<file path="src/rtl/prog_loader.sv">
// prog_loader: streams a headered byte image into instruction memory while holding the CPU halted
module prog_loader #(
   parameter int ADDR_W = 10
) (
   input  logic              clk1,
   input  logic              rst,
   input  logic              start,
   input  logic [7:0]        in_data,
   input  logic              in_valid,
   output logic              in_ready,
   output logic              mem_we,
   output logic [ADDR_W-1:0] mem_addr,
   output logic [31:0]       mem_wdata,
   output logic              cpu_halt,
   output logic [ADDR_W-1:0] pc_init,
   output logic              done,
   output logic [31:0]       checksum
);
   typedef enum logic [1:0] {IDLE, HDR, DATA, DONE} state_t;
   state_t state, state_nx;
   logic [1:0]  byte_cnt;
   logic [23:0] shift;
   logic [15:0] word_cnt;
   logic        acc, last, idle_like;
   logic [31:0] word;
   assign idle_like = state == IDLE || state == DONE;
   assign in_ready  = state == HDR || state == DATA;
   assign cpu_halt  = state != DONE;
   assign acc       = in_valid && in_ready;
   assign last      = acc && byte_cnt == 2'd3;
   assign word      = {shift, in_data};
   // state register
   always_ff @(posedge clk1 or posedge rst)
      if (rst) state <= IDLE;
      else     state <= state_nx;
   // next state: a word completes on its 4th accepted byte
   always_comb begin
      state_nx = state;
      state_nx = idle_like ? (start ? HDR : state) :
                 !last ? state :
                 state == HDR ? (word[15:0] == 16'd0 ? DONE : DATA) :
                 (word_cnt == 16'd1 ? DONE : DATA);
   end
   // byte assembly, header capture, write strobe, address and checksum tracking
   always_ff @(posedge clk1 or posedge rst)
      if (rst) begin
         byte_cnt  <= '0;
         shift     <= '0;
         word_cnt  <= '0;
         mem_we    <= 1'b0;
         mem_addr  <= '0;
         mem_wdata <= '0;
         pc_init   <= '0;
         done      <= 1'b0;
         checksum  <= '0;
      end else begin
         mem_we <= state == DATA && last;
         done   <= state_nx == DONE && state != DONE;
         if (mem_we) mem_addr <= mem_addr + 1'b1;
         if (idle_like && start) begin
            byte_cnt <= '0;
            word_cnt <= '0;
            checksum <= '0;
         end else if (acc) begin
            byte_cnt <= byte_cnt + 1'b1;
            shift    <= {shift[15:0], in_data};
            if (last && state == HDR) begin
               mem_addr <= ADDR_W'(word[31:16]);
               pc_init  <= ADDR_W'(word[31:16]);
               word_cnt <= word[15:0];
            end
            if (last && state == DATA) begin
               mem_wdata <= word;
               checksum  <= checksum ^ word;
               word_cnt  <= word_cnt - 1'b1;
            end
         end
      end
endmodule

</file>
<file path="config.mk">
export PLATFORM = sky130hd
export DESIGN_NAME = prog_loader
export DESIGN_NICKNAME = d
export VERILOG_FILES = /design/src/rtl/prog_loader.sv
export SDC_FILE = /design/constraint.sdc
export NUM_CORES = 1
export LEC_CHECK = 0
export BUFFER_PORTS_ARGS = -buffer_cell sky130_fd_sc_hd__buf_2
export CORE_MARGIN = 2
export CORE_UTILIZATION = 52
export CTS_CLUSTER_SIZE = 25
export DETAILED_ROUTE_END_ITERATION = 10
export HOLD_SLACK_MARGIN = 0.08
export PLACE_DENSITY_LB_ADDON = 0.15
export SLEW_MARGIN = 40
export SYNTH_ARGS = -nofsm -noshare
export SYNTH_HDL_FRONTEND = slang
export SYNTH_SLANG_ARGS = --single-unit
</file>
<file path="constraint.sdc">
create_clock -name clk1 -period 6.58 [get_ports clk1]
set_input_delay 0.329 -clock clk1 [delete_from_list [all_inputs] [get_ports clk1]]
set_output_delay 0.329 -clock clk1 [all_outputs]
set_load 0.005 [all_outputs]
</file>
==> impl_metrics.ini, run 1 <==
[status]
status = finished, final reports clean

[placement]
post-place-ws_ns = 3.03
portBuffers = 99
placed_cells = 796
dpl.hpwl_um = 8770
place.gp.congestion = 0.850

[clocking]
clk_latency_ns = 0.52
cts_setup_buffers = 0
cts_buffer_depth = 2
cts_buffers = 17
htree_levels = 4
cts_resized = 0
path_clk_slew_ns = 0.06
hold_buffers = 9
tritoncts = yes
cts_root_buf = clkbuf_8
cts_sinks = 130

[cells_and_area]
area_delta_synth_final_pct = 22.5
num-nets-final = 707
drive_gt1_frac = 0.201
fin_cells = 837
antenna_cells = 0
fillers = 840
fin_util = 0.660

[die]
die_w_um = 108
io_pins = 100
coreArea_um2 = 10400
rows = 37
start_util = 0.539
die_area_um2 = 11600
die_h_um = 108

[detailed_routing]
dr_wl_met2_um = 6330
drc = 0
routedWlPerCell_um = 16.6
wirelength_um = 13900
drt_iter0_drc = 328
wl_met1_um = 6420
viasPerCell = 5.39
postRouteAntennaNets = 0
dr.pass1.iters = 5
num_vias = 4513
wl_met3_um = 968
highest_layer = met4

[min_path]
worstHoldStart = in_valid
hold_class = in2reg

[power]
irDropWorstVdd_mv = 0.214
p_comb_frac = 0.282
pwr-share-clk = 0.300
power_density_nw_per_um2 = 441
power.switching_mw = 1.08
swShare = 0.356
intPower_mw = 1.95
p_leak_nw = 3.84
seq_power_share = 0.419

[synth]
ys_types = 49
synth_edf_count = 0
ys_ff_latch = 130
netlist_instances = 583
synth_area_um2 = 5590
synth_top_area_frac = 0.582
syn_avg_cell_area_um2 = 9.59
yosys-top-cells-area = dfrtp_1, nand2_1, xor2_1, nor2_1, ha_1
synth.most_common_cell = nand2_1
ys.flop_type = dfrtp_1
yosys_warnings = 0
yosysSeqAreaShare = 0.582
syn_nets = 602
yosys-top-cells-count = nand2_1, dfrtp_1, nor2_1
synthArstFlopShare = 1.00
synth_area_leader_cell = dfrtp_1

[timing]
report.final.hold_viol_count = 0
worstMarginPinSlew_ns = 0.787
maxClockFrequency_mhz = 281
slew_viol_final = 0
fin_crit_ns = 3.56
fin_setup_tns_ns = 0
fin_crit_sh = 0.540
setup_viol = 0
grt_setup_unrepaired = false
maxSlewHeadroom = 0.473
setup_slack_ns = 3.02
timing.hold.ws_ns = 0.275
skew_ns = 0.00705

[setup_path]
path_class = reg2reg
r2r-start = state[0]
critPathRequiredTime_ns = 7.03
path_max_fanout = 54
cp.arrival_ns = 4.01
critPathLaunchType = flip-flop
cp-end-kind = flip-flop
crit_start = state[0]

[grt]
grt_max_degree = 82
grt_overflow = 0
track_usage = 0.258
grt_pass1_vias = 4438
antenna_found_initial = 0
grt_pass1_wl_um = 22900

[job]
max-cap-violations = 0
flip-flops by register name, indices dropped and copies added, names as in the netlist:
name	flops
shift	24
done	1
checksum	32
mem_wdata	32
mem_addr	10
pc_init	10
word_cnt	16
state	2
byte_cnt	2
mem_we	1
worst max-delay path: stages (launching register included):
cell	delay (ns)
dfrtp_1	0.38
inv_1	0.09
ha_1	0.42
nand4b_4	0.56
clkinv_2	0.76
nor2_1	0.86
o2bb2a_1	0.30
nand3_1	0.08
placed cells by master (no fill, tap or decap), types with 3 or more instances in the layout:
cell / n
clkbuf_1: 3
dfrtp_1: 130
a211oi_1: 5
clkbuf_16: 16
nand3_1: 13
nand2_1: 216
dlygate4sd3_1: 9
buf_2: 99
ha_1: 7
nand4_1: 4
and2_1: 3
a21oi_1: 6
clkinv_2: 5
and3_1: 4
o21ai_0: 5
mux2i_1: 3
a31oi_1: 4
nor3_1: 8
xor2_1: 37
xnor2_1: 5
nor4_1: 3
a221o_1: 3
o21ai_1: 16
clkbuf_8: 4
nor2_1: 46
inv_1: 7
metal layers:
metal	track usage	up-vias
met5	0	-
met2	0.381	186
met4	0.0852	0
met3	0.0702	14
li1	-	2115
met1	0.370	2198
final timing paths:
path	end	slack [ns]	depth (start not counted)
min in group asynchronous	word_cnt[1]	0.45	3
min	state[1]	0.28	3
max reg2reg	word_cnt[14]	3.02	7
max in group asynchronous	checksum[23]	4.98	4
max	word_cnt[14]	3.02	7
min reg2reg	mem_wdata[0]	0.47	2
power groups by stage:
stage / Clock, mW / Combinational [mW] / Sequential [mW]
after global routing: 0.955 / 0.962 / 1.29
after floorplan: 0 / 0.584 / 1.21
after global placement: 0 / 0.820 / 1.26
final: 0.906 / 0.851 / 1.27
after detailed placement: 0 / 0.840 / 1.27
after CTS: 0.918 / 0.851 / 1.26
cell families after synthesis:
family / count (synthesis) / share of synthesized area
AO/OA/AOI/OAI: 52 / 0.0602
XOR/XNOR: 42 / 0.0658
adder cells (fa/ha/maj): 7 / 0.0157
buffers and inverters: 33 / 0.0244
flip-flops: 130 / 0.582
multiplexers: 3 / 0.00537
AND/OR/NAND/NOR: 316 / 0.247
area by class of cell:
| class | count | area (um^2) | area share |
|---|---|---|---|
| Clock inverter | 9 | 104 | 0.0152 |
| Sequential cell | 130 | 3250 | 0.475 |
| Tap cell | 136 | 170 | 0.0248 |
| Clock buffer | 23 | 467 | 0.0681 |
| Inverter | 9 | 37.5 | 0.00548 |
| Multi-Input combinational cell | 420 | 2210 | 0.323 |
| Timing Repair Buffer | 110 | 604 | 0.0882 |
per-stage QoR:
stage	cell area (um^2)	power, mW
CTS	6850	3.03
finish	6850	3.02
floorplan	5590	1.79
global placement	6170	2.08
global route	6850	3.21
detailed placement	6180	2.11
Note: power is estimated with default switching activity, not from simulation.
==> run 2: changes to the inputs <==
--- a/config.mk
+++ b/config.mk
@@ -5,9 +5,10 @@
 export SDC_FILE = /design/constraint.sdc
 export NUM_CORES = 1
 export LEC_CHECK = 0
+export ABC_AREA = 1
 export BUFFER_PORTS_ARGS = -buffer_cell sky130_fd_sc_hd__buf_2
 export CORE_MARGIN = 2
-export CORE_UTILIZATION = 52
+export CORE_UTILIZATION = 51
 export CTS_CLUSTER_SIZE = 25
 export DETAILED_ROUTE_END_ITERATION = 10
 export HOLD_SLACK_MARGIN = 0.08
==> constraint.sdc (replaced) <==
create_clock -name clk1 -period 3.18 [get_ports clk1]
set_input_delay 0.159 -clock clk1 [delete_from_list [all_inputs] [get_ports clk1]]
set_output_delay 0.159 -clock clk1 [all_outputs]
set_load 0.005 [all_outputs]
==> run 2 against run 1 <==
Die area increased by 6.9%. Sequential share of layout area is 1.8 points lower. Critical path type unchanged. Critical path depth is 5 higher. Synthesized cell count grew 18%. Maximum frequency grew 44%. Global-route usage fell by 1.1 points. Via count up 11%. Total power rose by 140%. Routed wire length is 5.1% higher. First-iteration DRC count up 39%.
==> impl_metrics.ini, run 2 <==
[status]
status = finished, final reports clean

[cells_and_area]
area_delta_synth_final_pct = 21.3
fillers = 972
reg.largest.list = checksum x32, mem_wdata x32, shift x24
seq_area_um2 = 3250
drive_gt1_frac = 0.186
antenna_cells = 0
final_common_cell = nand2_1
multi_input_area_um2 = 2230
final_cell_mix = nand2_1, dfrtp_1, buf_2
stdcell_area_um2 = 7120
num-nets-final = 807

[grt]
antenna_found_initial = 0
grt_overflow = 0
track_usage = 0.246
grt_pass1_wl_um = 24300
grt_pass1_vias = 4873
grt_max_degree = 91

[power]
power_density_nw_per_um2 = 1010
p_comb_frac = 0.348
intPower_mw = 4.40
seq_power_share = 0.379
swShare = 0.388
pwr-share-clk = 0.273
irDropWorstVdd_mv = 0.553
p_leak_nw = 3.74
power.switching_mw = 2.78

[setup_path]
critPathLaunchType = flip-flop
r2r_cells = 12
r2r-start = state[0]
r2r-end = word_cnt[11]
r2r_slack_ns = 0.72
cp-end-kind = flip-flop
critPathRequiredTime_ns = 3.48
path_max_fanout = 52
cp.arrival_ns = 2.76
crit_start = state[0]
path_class = reg2reg

[detailed_routing]
routedWlPerCell_um = 15.4
drt_iter0_drc = 457
num_vias = 4997
drc = 0
dr.pass1.iters = 4
postRouteAntennaNets = 0
wirelength_um = 14600
viasPerCell = 5.29

[synth]
synth_mux_area_frac = 0
synth-xor-area-share = 0.00149
synth.most_common_cell = nand2_1
netlist_instances = 688
synth_top_family_by_area = simple AND/OR/NAND/NOR gates
yosys-top-cells-count = nand2_1, dfrtp_1, o21ai_0
synth_edf_count = 0
ys_types = 29
ys_ff_latch = 130
synthArstFlopShare = 1.00
yosys.area_share.simple = 0.209
yosysSeqAreaShare = 0.554
synth_top_area_frac = 0.554
syn_nets = 707
synth_area_um2 = 5870
synth_compound_area_frac = 0.154
syn_avg_cell_area_um2 = 8.54
synth_area_leader_cell = dfrtp_1
yosys_warnings = 0
synthAdderAreaFrac = 0.0149
ys.flop_type = dfrtp_1
yosys-top-cells-area = dfrtp_1, nand2_1, o21ai_0, inv_1, nor2_1

[clocking]
path_clk_slew_ns = 0.06
cts_root_buf = clkbuf_16
cts_buffer_depth = 2
cts_buffers = 17
clk_latency_ns = 0.42
tritoncts = yes
htree_levels = 4
cts_sinks = 130
cts_setup_buffers = 0

[min_path]
hold_class = in2reg
worstHoldStart = in_data[0]
whs_path_depth = 3
whs_endpoint = shift[0]

[timing]
setup_viol = 0
maxClockFrequency_mhz = 406
skew_ns = 0.00430
report.final.hold_viol_count = 0
fin_crit_sh = 0.774
maxSlewHeadroom = 0.562
worstMarginPinSlew_ns = 0.656
fin_crit_ns = 2.46
fin_setup_tns_ns = 0
slew_viol_final = 0
grt_setup_unrepaired = false

[job]
max-cap-violations = 0

[die]
die_h_um = 111
start_util = 0.519
coreArea_um2 = 11300
io_pins = 100
die_w_um = 111
rows = 39
die_area_um2 = 12400

[placement]
place_area_um2 = 6510
place.gp.congestion = 0.947
dpl.hpwl_um = 10100
portBuffers = 99
## run 2: cell families (layout without fill, tap and decap cells)
family | count (synthesis) | in the layout
and+or+nand+nor | 288 | 288
AOI/OAI and AO/OA | 167 | 167
buffers and inverters | 95 | 208
adders and majority gates | 7 | 7
xor gates and xnor gates | 1 | 1
DFF | 130 | 130
## run 2: power groups by stage
| stage | clock network, mW | registers (mW) | logic [mW] |
|---|---|---|---|
| 2_1_floorplan | 0 | 2.66 | 1.62 |
| 3_3_place_gp | 0 | 2.70 | 2.40 |
| 3_5_place_dp | 0 | 2.72 | 2.47 |
| 4_1_cts | 1.99 | 2.71 | 2.49 |
| 5_1_grt | 2.06 | 2.79 | 2.87 |
| 6_report | 1.96 | 2.72 | 2.50 |
## run 2: worst max-delay path, stage by stage, from the launching register on
cell and delay (ns):
dfrtp_1 0.40, inv_1 0.06, ha_1 0.34, inv_2 0.09, nand2_4 0.25, nor2_4 0.27
nand2_4 0.22, nand2_2 0.16, inv_2 0.06, nand2_2 0.22, inv_1 0.14, nand2_1 0.08
nand2_1 0.05
## run 2: what timing repair did
item / 4_1_cts / 5_1_grt
hold buffers: 2 / 0
gates resized for setup: 0 / 0
hold endpoints to repair: 110 / 0
## run 2: cell type report
class / count / area share
Tap cell: 143 / 0.0251
Timing Repair Buffer: 107 / 0.0857
Inverter: 69 / 0.0369
Sequential cell: 130 / 0.457
Clock buffer: 19 / 0.0608
Clock inverter: 13 / 0.0225
Multi-Input combinational cell: 463 / 0.312
## run 2: through the flow
stage          total power [mW]  std cells  setup WS [ns]  hold slack, ns   util
6_report                   7.18        944          0.718           0.102  0.629
5_1_grt                    7.72        944          0.461           0.129  0.629
4_1_cts                    7.19        944          0.735          0.0953  0.629
3_5_place_dp               5.19        910          0.761           0.161  0.575
3_3_place_gp               5.10        909          0.818           0.356  0.573
2_1_floorplan              4.28        688           1.41           0.338      -
## run 2: how the worst max path moves through the flow
stage                               to  depth (start not counted)
final                     word_cnt[11]                         12
after global routing       word_cnt[9]                         12
after CTS                 word_cnt[11]                         12
after detailed placement  word_cnt[11]                         12
after global placement     word_cnt[6]                         12
after floorplan            byte_cnt[0]                          1
## run 2: per-layer routing
layer / up-vias / share of wire / track usage
met5: - / 0 / 0
met4: 0 / 0.014 / 0.0905
met3: 20 / 0.053 / 0.0596
met2: 135 / 0.45 / 0.371
met1: 2404 / 0.48 / 0.351
li1: 2438 / - / -
